File: src/rtl/ads8528_pkg.sv
// Shared types and constants for the ADS8528 parallel-bus sequencer.
package ads8528_pkg;

  typedef enum logic [2:0] {
    StIdle,
    StCfgW0,
    StCfgW1,
    StConvst,
    StWaitHi,
    StWaitLo,
    StRead
  } state_t;

  localparam int unsigned CfgClkselBit = 29;
  localparam int unsigned NumWords     = 8;

  localparam logic [2:0] ChA0 = 3'd0;
  localparam logic [2:0] ChA1 = 3'd1;
  localparam logic [2:0] ChB0 = 3'd2;
  localparam logic [2:0] ChB1 = 3'd3;
  localparam logic [2:0] ChC0 = 3'd4;
  localparam logic [2:0] ChC1 = 3'd5;
  localparam logic [2:0] ChD0 = 3'd6;
  localparam logic [2:0] ChD1 = 3'd7;

  function automatic logic is_last_word(input logic [2:0] idx);
    return idx == ChD1;
  endfunction

endpackage

File: src/rtl/ads8528_busy_sync.sv
// Two-flop synchronizer bringing the ADC BUSY line into the CLK domain.
module ads8528_busy_sync (
  input  logic clk_i,
  input  logic rst_i,
  input  logic async_i,
  output logic sync_o
);

  logic meta_q;
  logic sync_q;

  always_ff @(posedge clk_i or posedge rst_i) begin
    if (rst_i) begin
      meta_q <= 1'b0;
      sync_q <= 1'b0;
    end else begin
      meta_q <= async_i;
      sync_q <= meta_q;
    end
  end

  assign sync_o = sync_q;

endmodule

File: src/rtl/ads8528_seq_ctrl.sv
// ADS8528 parallel-bus sequencer: config writes, conversion trigger, BUSY wait, 8-word readout.
module ads8528_seq_ctrl
  import ads8528_pkg::*;
#(
  parameter int unsigned TCvh     = 2,
  parameter int unsigned TWrl     = 2,
  parameter int unsigned TWrh     = 2,
  parameter int unsigned TRdl     = 3,
  parameter int unsigned TRdh     = 2,
  parameter int unsigned TTimeout = 4096
) (
  input  logic        CLK,
  input  logic        RST,
  input  logic [31:0] cfg_word,
  input  logic        cfg_wr,
  input  logic        trig,
  input  logic        BUSY,
  input  logic [15:0] DB_IN,
  output logic [15:0] DB_OUT,
  output logic        DB_OE,
  output logic        CS_N,
  output logic        WR_N,
  output logic        RD_N,
  output logic        CONVST_A,
  output logic        CONVST_B,
  output logic        CONVST_C,
  output logic        CONVST_D,
  output logic        smp_valid,
  output logic [2:0]  smp_ch,
  output logic [15:0] smp_data,
  output logic        frame_done,
  output logic        cfg_done,
  output logic        ctrl_busy,
  output logic        overrun,
  output logic        timeout_err
);

  localparam int unsigned CntW = $clog2(TTimeout + 1);

  logic busy_s;

  ads8528_busy_sync u_busy_sync (
    .clk_i  (CLK),
    .rst_i  (RST),
    .async_i(BUSY),
    .sync_o (busy_s)
  );

  state_t           state_q, state_d;
  logic [CntW-1:0]  cnt_q, cnt_d;
  logic             ph_q, ph_d;        // 0: strobe low phase, 1: strobe high phase
  logic [2:0]       idx_q, idx_d;
  logic [15:0]      cfg_lo_q, cfg_lo_d;
  logic             cfg_pend_q, cfg_pend_d;
  logic             cs_n_q, cs_n_d;
  logic             wr_n_q, wr_n_d;
  logic             rd_n_q, rd_n_d;
  logic             convst_q, convst_d;
  logic             db_oe_q, db_oe_d;
  logic [15:0]      db_out_q, db_out_d;
  logic             smp_valid_q, smp_valid_d;
  logic [2:0]       smp_ch_q, smp_ch_d;
  logic [15:0]      smp_data_q, smp_data_d;
  logic             frame_done_q, frame_done_d;
  logic             cfg_done_q, cfg_done_d;
  logic             overrun_q, overrun_d;
  logic             timeout_err_q, timeout_err_d;

  always_comb begin
    state_d       = state_q;
    cnt_d         = cnt_q;
    ph_d          = ph_q;
    idx_d         = idx_q;
    cfg_lo_d      = cfg_lo_q;
    cfg_pend_d    = cfg_pend_q;
    cs_n_d        = cs_n_q;
    wr_n_d        = wr_n_q;
    rd_n_d        = rd_n_q;
    convst_d      = convst_q;
    db_oe_d       = db_oe_q;
    db_out_d      = db_out_q;
    smp_valid_d   = 1'b0;
    smp_ch_d      = smp_ch_q;
    smp_data_d    = smp_data_q;
    frame_done_d  = 1'b0;
    cfg_done_d    = 1'b0;
    overrun_d     = overrun_q;
    timeout_err_d = timeout_err_q;

    if (state_q != StIdle) begin
      if (cfg_wr) cfg_pend_d = 1'b1;
      if (trig)   overrun_d  = 1'b1;
    end

    unique case (state_q)
      StIdle: begin
        if (cfg_wr || cfg_pend_q) begin
          // Config wins; a simultaneous trigger is lost and flagged.
          if (trig) overrun_d = 1'b1;
          state_d    = StCfgW0;
          cfg_lo_d   = cfg_word[15:0];
          cfg_pend_d = 1'b0;
          cs_n_d     = 1'b0;
          db_oe_d    = 1'b1;
          db_out_d   = cfg_word[31:16];
          wr_n_d     = 1'b0;
          ph_d       = 1'b0;
          cnt_d      = CntW'(TWrl - 1);
        end else if (trig) begin
          state_d  = StConvst;
          convst_d = 1'b1;
          cnt_d    = CntW'(TCvh - 1);
        end
      end

      StCfgW0, StCfgW1: begin
        if (cnt_q != '0) begin
          cnt_d = cnt_q - CntW'(1);
        end else if (!ph_q) begin
          wr_n_d = 1'b1;
          ph_d   = 1'b1;
          cnt_d  = CntW'(TWrh - 1);
        end else if (state_q == StCfgW0) begin
          state_d  = StCfgW1;
          db_out_d = cfg_lo_q;
          wr_n_d   = 1'b0;
          ph_d     = 1'b0;
          cnt_d    = CntW'(TWrl - 1);
        end else begin
          state_d    = StIdle;
          cfg_done_d = 1'b1;
          cs_n_d     = 1'b1;
          db_oe_d    = 1'b0;
          db_out_d   = '0;
        end
      end

      StConvst: begin
        if (cnt_q != '0) begin
          cnt_d = cnt_q - CntW'(1);
        end else begin
          convst_d = 1'b0;
          state_d  = StWaitHi;
          cnt_d    = CntW'(TTimeout - 1);
        end
      end

      // One budget covers both the BUSY rise and the BUSY fall.
      StWaitHi, StWaitLo: begin
        if (cnt_q == '0) begin
          timeout_err_d = 1'b1;
          state_d       = StIdle;
        end else begin
          cnt_d = cnt_q - CntW'(1);
          if (state_q == StWaitHi && busy_s) begin
            state_d = StWaitLo;
          end else if (state_q == StWaitLo && !busy_s) begin
            state_d = StRead;
            cs_n_d  = 1'b0;
            rd_n_d  = 1'b0;
            ph_d    = 1'b0;
            idx_d   = ChA0;
            cnt_d   = CntW'(TRdl - 1);
          end
        end
      end

      StRead: begin
        if (cnt_q != '0) begin
          cnt_d = cnt_q - CntW'(1);
        end else if (!ph_q) begin
          smp_data_d  = DB_IN;
          smp_ch_d    = idx_q;
          smp_valid_d = 1'b1;
          idx_d       = idx_q + 3'd1;
          rd_n_d      = 1'b1;
          if (is_last_word(idx_q)) begin
            frame_done_d = 1'b1;
            cs_n_d       = 1'b1;
            state_d      = StIdle;
          end else begin
            ph_d  = 1'b1;
            cnt_d = CntW'(TRdh - 1);
          end
        end else begin
          rd_n_d = 1'b0;
          ph_d   = 1'b0;
          cnt_d  = CntW'(TRdl - 1);
        end
      end

      default: state_d = StIdle;
    endcase
  end

  always_ff @(posedge CLK or posedge RST) begin
    if (RST) begin
      state_q       <= StIdle;
      cnt_q         <= '0;
      ph_q          <= 1'b0;
      idx_q         <= '0;
      cfg_lo_q      <= '0;
      cfg_pend_q    <= 1'b0;
      cs_n_q        <= 1'b1;
      wr_n_q        <= 1'b1;
      rd_n_q        <= 1'b1;
      convst_q      <= 1'b0;
      db_oe_q       <= 1'b0;
      db_out_q      <= '0;
      smp_valid_q   <= 1'b0;
      smp_ch_q      <= '0;
      smp_data_q    <= '0;
      frame_done_q  <= 1'b0;
      cfg_done_q    <= 1'b0;
      overrun_q     <= 1'b0;
      timeout_err_q <= 1'b0;
    end else begin
      state_q       <= state_d;
      cnt_q         <= cnt_d;
      ph_q          <= ph_d;
      idx_q         <= idx_d;
      cfg_lo_q      <= cfg_lo_d;
      cfg_pend_q    <= cfg_pend_d;
      cs_n_q        <= cs_n_d;
      wr_n_q        <= wr_n_d;
      rd_n_q        <= rd_n_d;
      convst_q      <= convst_d;
      db_oe_q       <= db_oe_d;
      db_out_q      <= db_out_d;
      smp_valid_q   <= smp_valid_d;
      smp_ch_q      <= smp_ch_d;
      smp_data_q    <= smp_data_d;
      frame_done_q  <= frame_done_d;
      cfg_done_q    <= cfg_done_d;
      overrun_q     <= overrun_d;
      timeout_err_q <= timeout_err_d;
    end
  end

  assign DB_OUT      = db_out_q;
  assign DB_OE       = db_oe_q;
  assign CS_N        = cs_n_q;
  assign WR_N        = wr_n_q;
  assign RD_N        = rd_n_q;
  assign CONVST_A    = convst_q;
  assign CONVST_B    = convst_q;
  assign CONVST_C    = convst_q;
  assign CONVST_D    = convst_q;
  assign smp_valid   = smp_valid_q;
  assign smp_ch      = smp_ch_q;
  assign smp_data    = smp_data_q;
  assign frame_done  = frame_done_q;
  assign cfg_done    = cfg_done_q;
  assign ctrl_busy   = (state_q != StIdle);
  assign overrun     = overrun_q;
  assign timeout_err = timeout_err_q;

endmodule

File: config.mk
export PLATFORM = sky130hd
export DESIGN_NAME = ads8528_seq_ctrl
export DESIGN_NICKNAME = d
export VERILOG_FILES = /design/src/rtl/ads8528_pkg.sv /design/src/rtl/ads8528_busy_sync.sv /design/src/rtl/ads8528_seq_ctrl.sv
export SDC_FILE = /design/constraint.sdc
export NUM_CORES = 1
export LEC_CHECK = 0
export ABC_AREA = 1
export CORE_ASPECT_RATIO = 1.75
export CORE_MARGIN = 4
export CORE_UTILIZATION = 45
export CTS_BUF_LIST = sky130_fd_sc_hd__clkbuf_16
export CTS_CLUSTER_DIAMETER = 40
export DETAILED_ROUTE_END_ITERATION = 8
export PLACE_DENSITY = 0.77
export SLEW_MARGIN = 20
export SYNTH_ARGS = -nofsm -noshare
export SYNTH_HDL_FRONTEND = slang
export SYNTH_SLANG_ARGS = --single-unit
File: constraint.sdc
create_clock -name CLK -period 3.4 [get_ports CLK]
set_input_delay 0.68 -clock CLK [delete_from_list [all_inputs] [get_ports CLK]]
set_output_delay 0.68 -clock CLK [all_outputs]
set_load 0.02 [all_outputs]
==> results.ini <==
[cells_and_area]
final_common_cell=nand2_1
syn_to_final_growth_pct=30.69
final_standard_cell_area_without_fillers_um2=5749
most-common-layout-cells=219 x nand2_1, 101 x clkdlybuf4s50_1, 81 x dfrtp_1
final_layout_size_suffix_gt1_frac=0.08772
fillCellCount=891
final_core_utilization=0.6035
n_antenna_cell=0
nNetsFinal=736
final_cell_count_no_fill=806

[critical_path]
crit_path_end_kind=primary output
worst-endpoint-arrival_ps=1740
worstReg2RegStart=cnt_q[0]
worst_path_largest_cell_delay_ps=570
slowest_stage=clkdlybuf4s50_1
cp_num_buf_inv=1
crit_path_cell_trace=nor2_2 -> nand2_2 -> clkdlybuf4s50_1
worstSetupStartpointType=flip-flop
timing.critical_path.required_ps=2720
worstSetupStartpoint=state_q[2]
critical_path.max_fanout=6
setup.worst_path.class=reg2out
crit_family=buffers and inverters

[hold_path]
hp-start=u_busy_sync.meta_q
hold_path.class=reg2reg

[placement]
placement.setup.worst_slack_ps=773.5
placed_cells_incl_taps=790
count_of_buffers_inserted_at_the_top_level_ports=101
gpl.final_weighted_congestion=0.9948
placedInstanceArea_um2=5470
place.detailed.hpwl_um=8655

[job]
count_of_maximum_capacitance_violations=0

[detailed_routing]
overall_routed_net_length_um=11280
drt-vias-per-instance=4.949
top_layer=met4
drc_errors=0
initial_detailed_routing_violation_count=296
routed-via-count=3989
met2RoutedLength_um=6510
m1WireLength_um=4062
post_drt_wl_per_cell_um=13.99
route.met3.wl_um=371
final_antenna_net_count=0
count_of_tritonroute_iterations_in_the_first_routing_pass=6

[timing]
fmaxAchievable_ghz=0.4133
timing.max_slew.rel_slack=0.4987
finalCritPeriodShare=0.7116
worst_pin_slew_ps=751.1
finalCriticalPeriod_ps=2419
fin_tns_setup_ps=0
slew_viols_final=0
postLayoutSetupSlackWorst_ps=980.7
unrepaired_setup_endpoints_after_global_routing=no
clock-skew-final_ps=5.776
final-setup-viol-count=0
final-hold-violation-count=0
hold_ws_ps=356.0

[clocking]
clockBufferDepth=2
insertion_delay_ps=340
cts_tree=done
cts_num_sinks=84
ctsHoldBuffers=0
clkSlewWorstSetupHoldPaths_ps=60
cts_htree_levels=3
post-cts-setup-buffer-count=0
cts.root.buffer_cell=clkbuf_16
cts-buffers-inserted=9
postCtsResizedCells=0

[global_route]
grt_first_pass_wirelength_um=18530
global_route.usage.total=0.2099
grt_start_max_net_pins=44
first_global_vias=3990
antenna_found_initial=0
grt-ovfl-total=0

[yosys]
postSynth.topFlopCell=dfrtp_1
netlist_area_um2=4399
synthesis.instances=584
avgSynthCellArea_um2=7.533
postSynthNetCount=641
synthDistinctLibCells=33
number_of_synthesized_flops_with_an_enable_pin=0
synthesis.yosys.warnings=0
synth_async_sr_flop_share=1.000
synth.ff_latch_count=84
synth_seq_area_share=0.4787

[floorplanning]
design.core.area_um2=9527
die_w_um=82.74
die-height_um=138.8
starting_density_of_the_core=0.4618
die_area_um2=11480
io_pins=102
row_count=47

[status]
outcome=complete, no violations

[power_and_ir_drop]
vdd_ir_drop_max_uv=442.5
total_power_mw=5.142
leakagePower_nw=2.892
cellPowerDensity_nw_per_um2=894.4

-- cell families (layout without fill, tap and decap cells) --
group,after synthesis,after routing,share of synthesized area
adder cells (fa/ha/maj),4,4,0.01138
XOR/XNOR,4,4,0.007965
buffers and inverters,102,202,0.1004
AND/OR/NAND/NOR,315,315,0.3120
AO/OA/AOI/OAI,75,75,0.08959
flip-flops,84,84,0.4787
-- report_power, final --
group	internal, mW	switching (mW)
registers	1.34	0.229
clock network	0.490	0.401
logic	0.978	1.70
total	2.81	2.33
-- final timing paths --
kind                                            to  slack, ps  depth (start not counted)
max in group asynchronous                     WR_N       1910                          3
min in group asynchronous              cfg_lo_q[4]        770                          2
worst min register to register  u_busy_sync.sync_o        360                          0
worst max-delay path                     ctrl_busy        980                          3
worst min-delay path            u_busy_sync.sync_o        360                          0
worst max register to register            cnt_q[7]       1160                         14
-- state kept, by name, indices dropped and copies added (netlist names), 3 cells and up --
register,flops
DB_OUT,16
idx_q,3
smp_data,16
cfg_lo_q,16
smp_ch,3
cnt_q,13
state_q,3
-- cell usage after synthesis (4+ instances only) --
master	n	area (um2)
nor2_4	7	78.83
nor2_1	29	108.9
buf_2	6	30.03
dfrtp_1	81	2027
nor2_2	7	43.79
nand4_1	4	25.02
buf_4	9	67.56
inv_2	9	33.78
nand3_1	33	165.2
o21ai_1	21	105.1
ha_1	4	50.05
nand2_1	219	822.0
o21ai_0	46	230.2
nand2_2	6	37.54
inv_1	72	270.3
-- layer usage --
| layer | up-vias | GRT usage |
|---|---|---|
| met5 | - | 0 |
| met4 | 0 | 0.09561 |
| met3 | 31 | 0.04031 |
| met2 | 103 | 0.3832 |
| met1 | 1864 | 0.2215 |
| li1 | 1991 | - |
-- layout make-up --
cell class	count	area [um2]	area share
clock buffers	9	225.2	0.03917
clock inverters	7	45.04	0.007835
inverters	82	311.5	0.05419
multi-input cells	398	1863	0.3240
flip-flops and latches	84	2106	0.3663
well taps	122	152.6	0.02655
repair buffers	104	1046	0.1819
No activity file was read; power rests on OpenSTA's default activity.
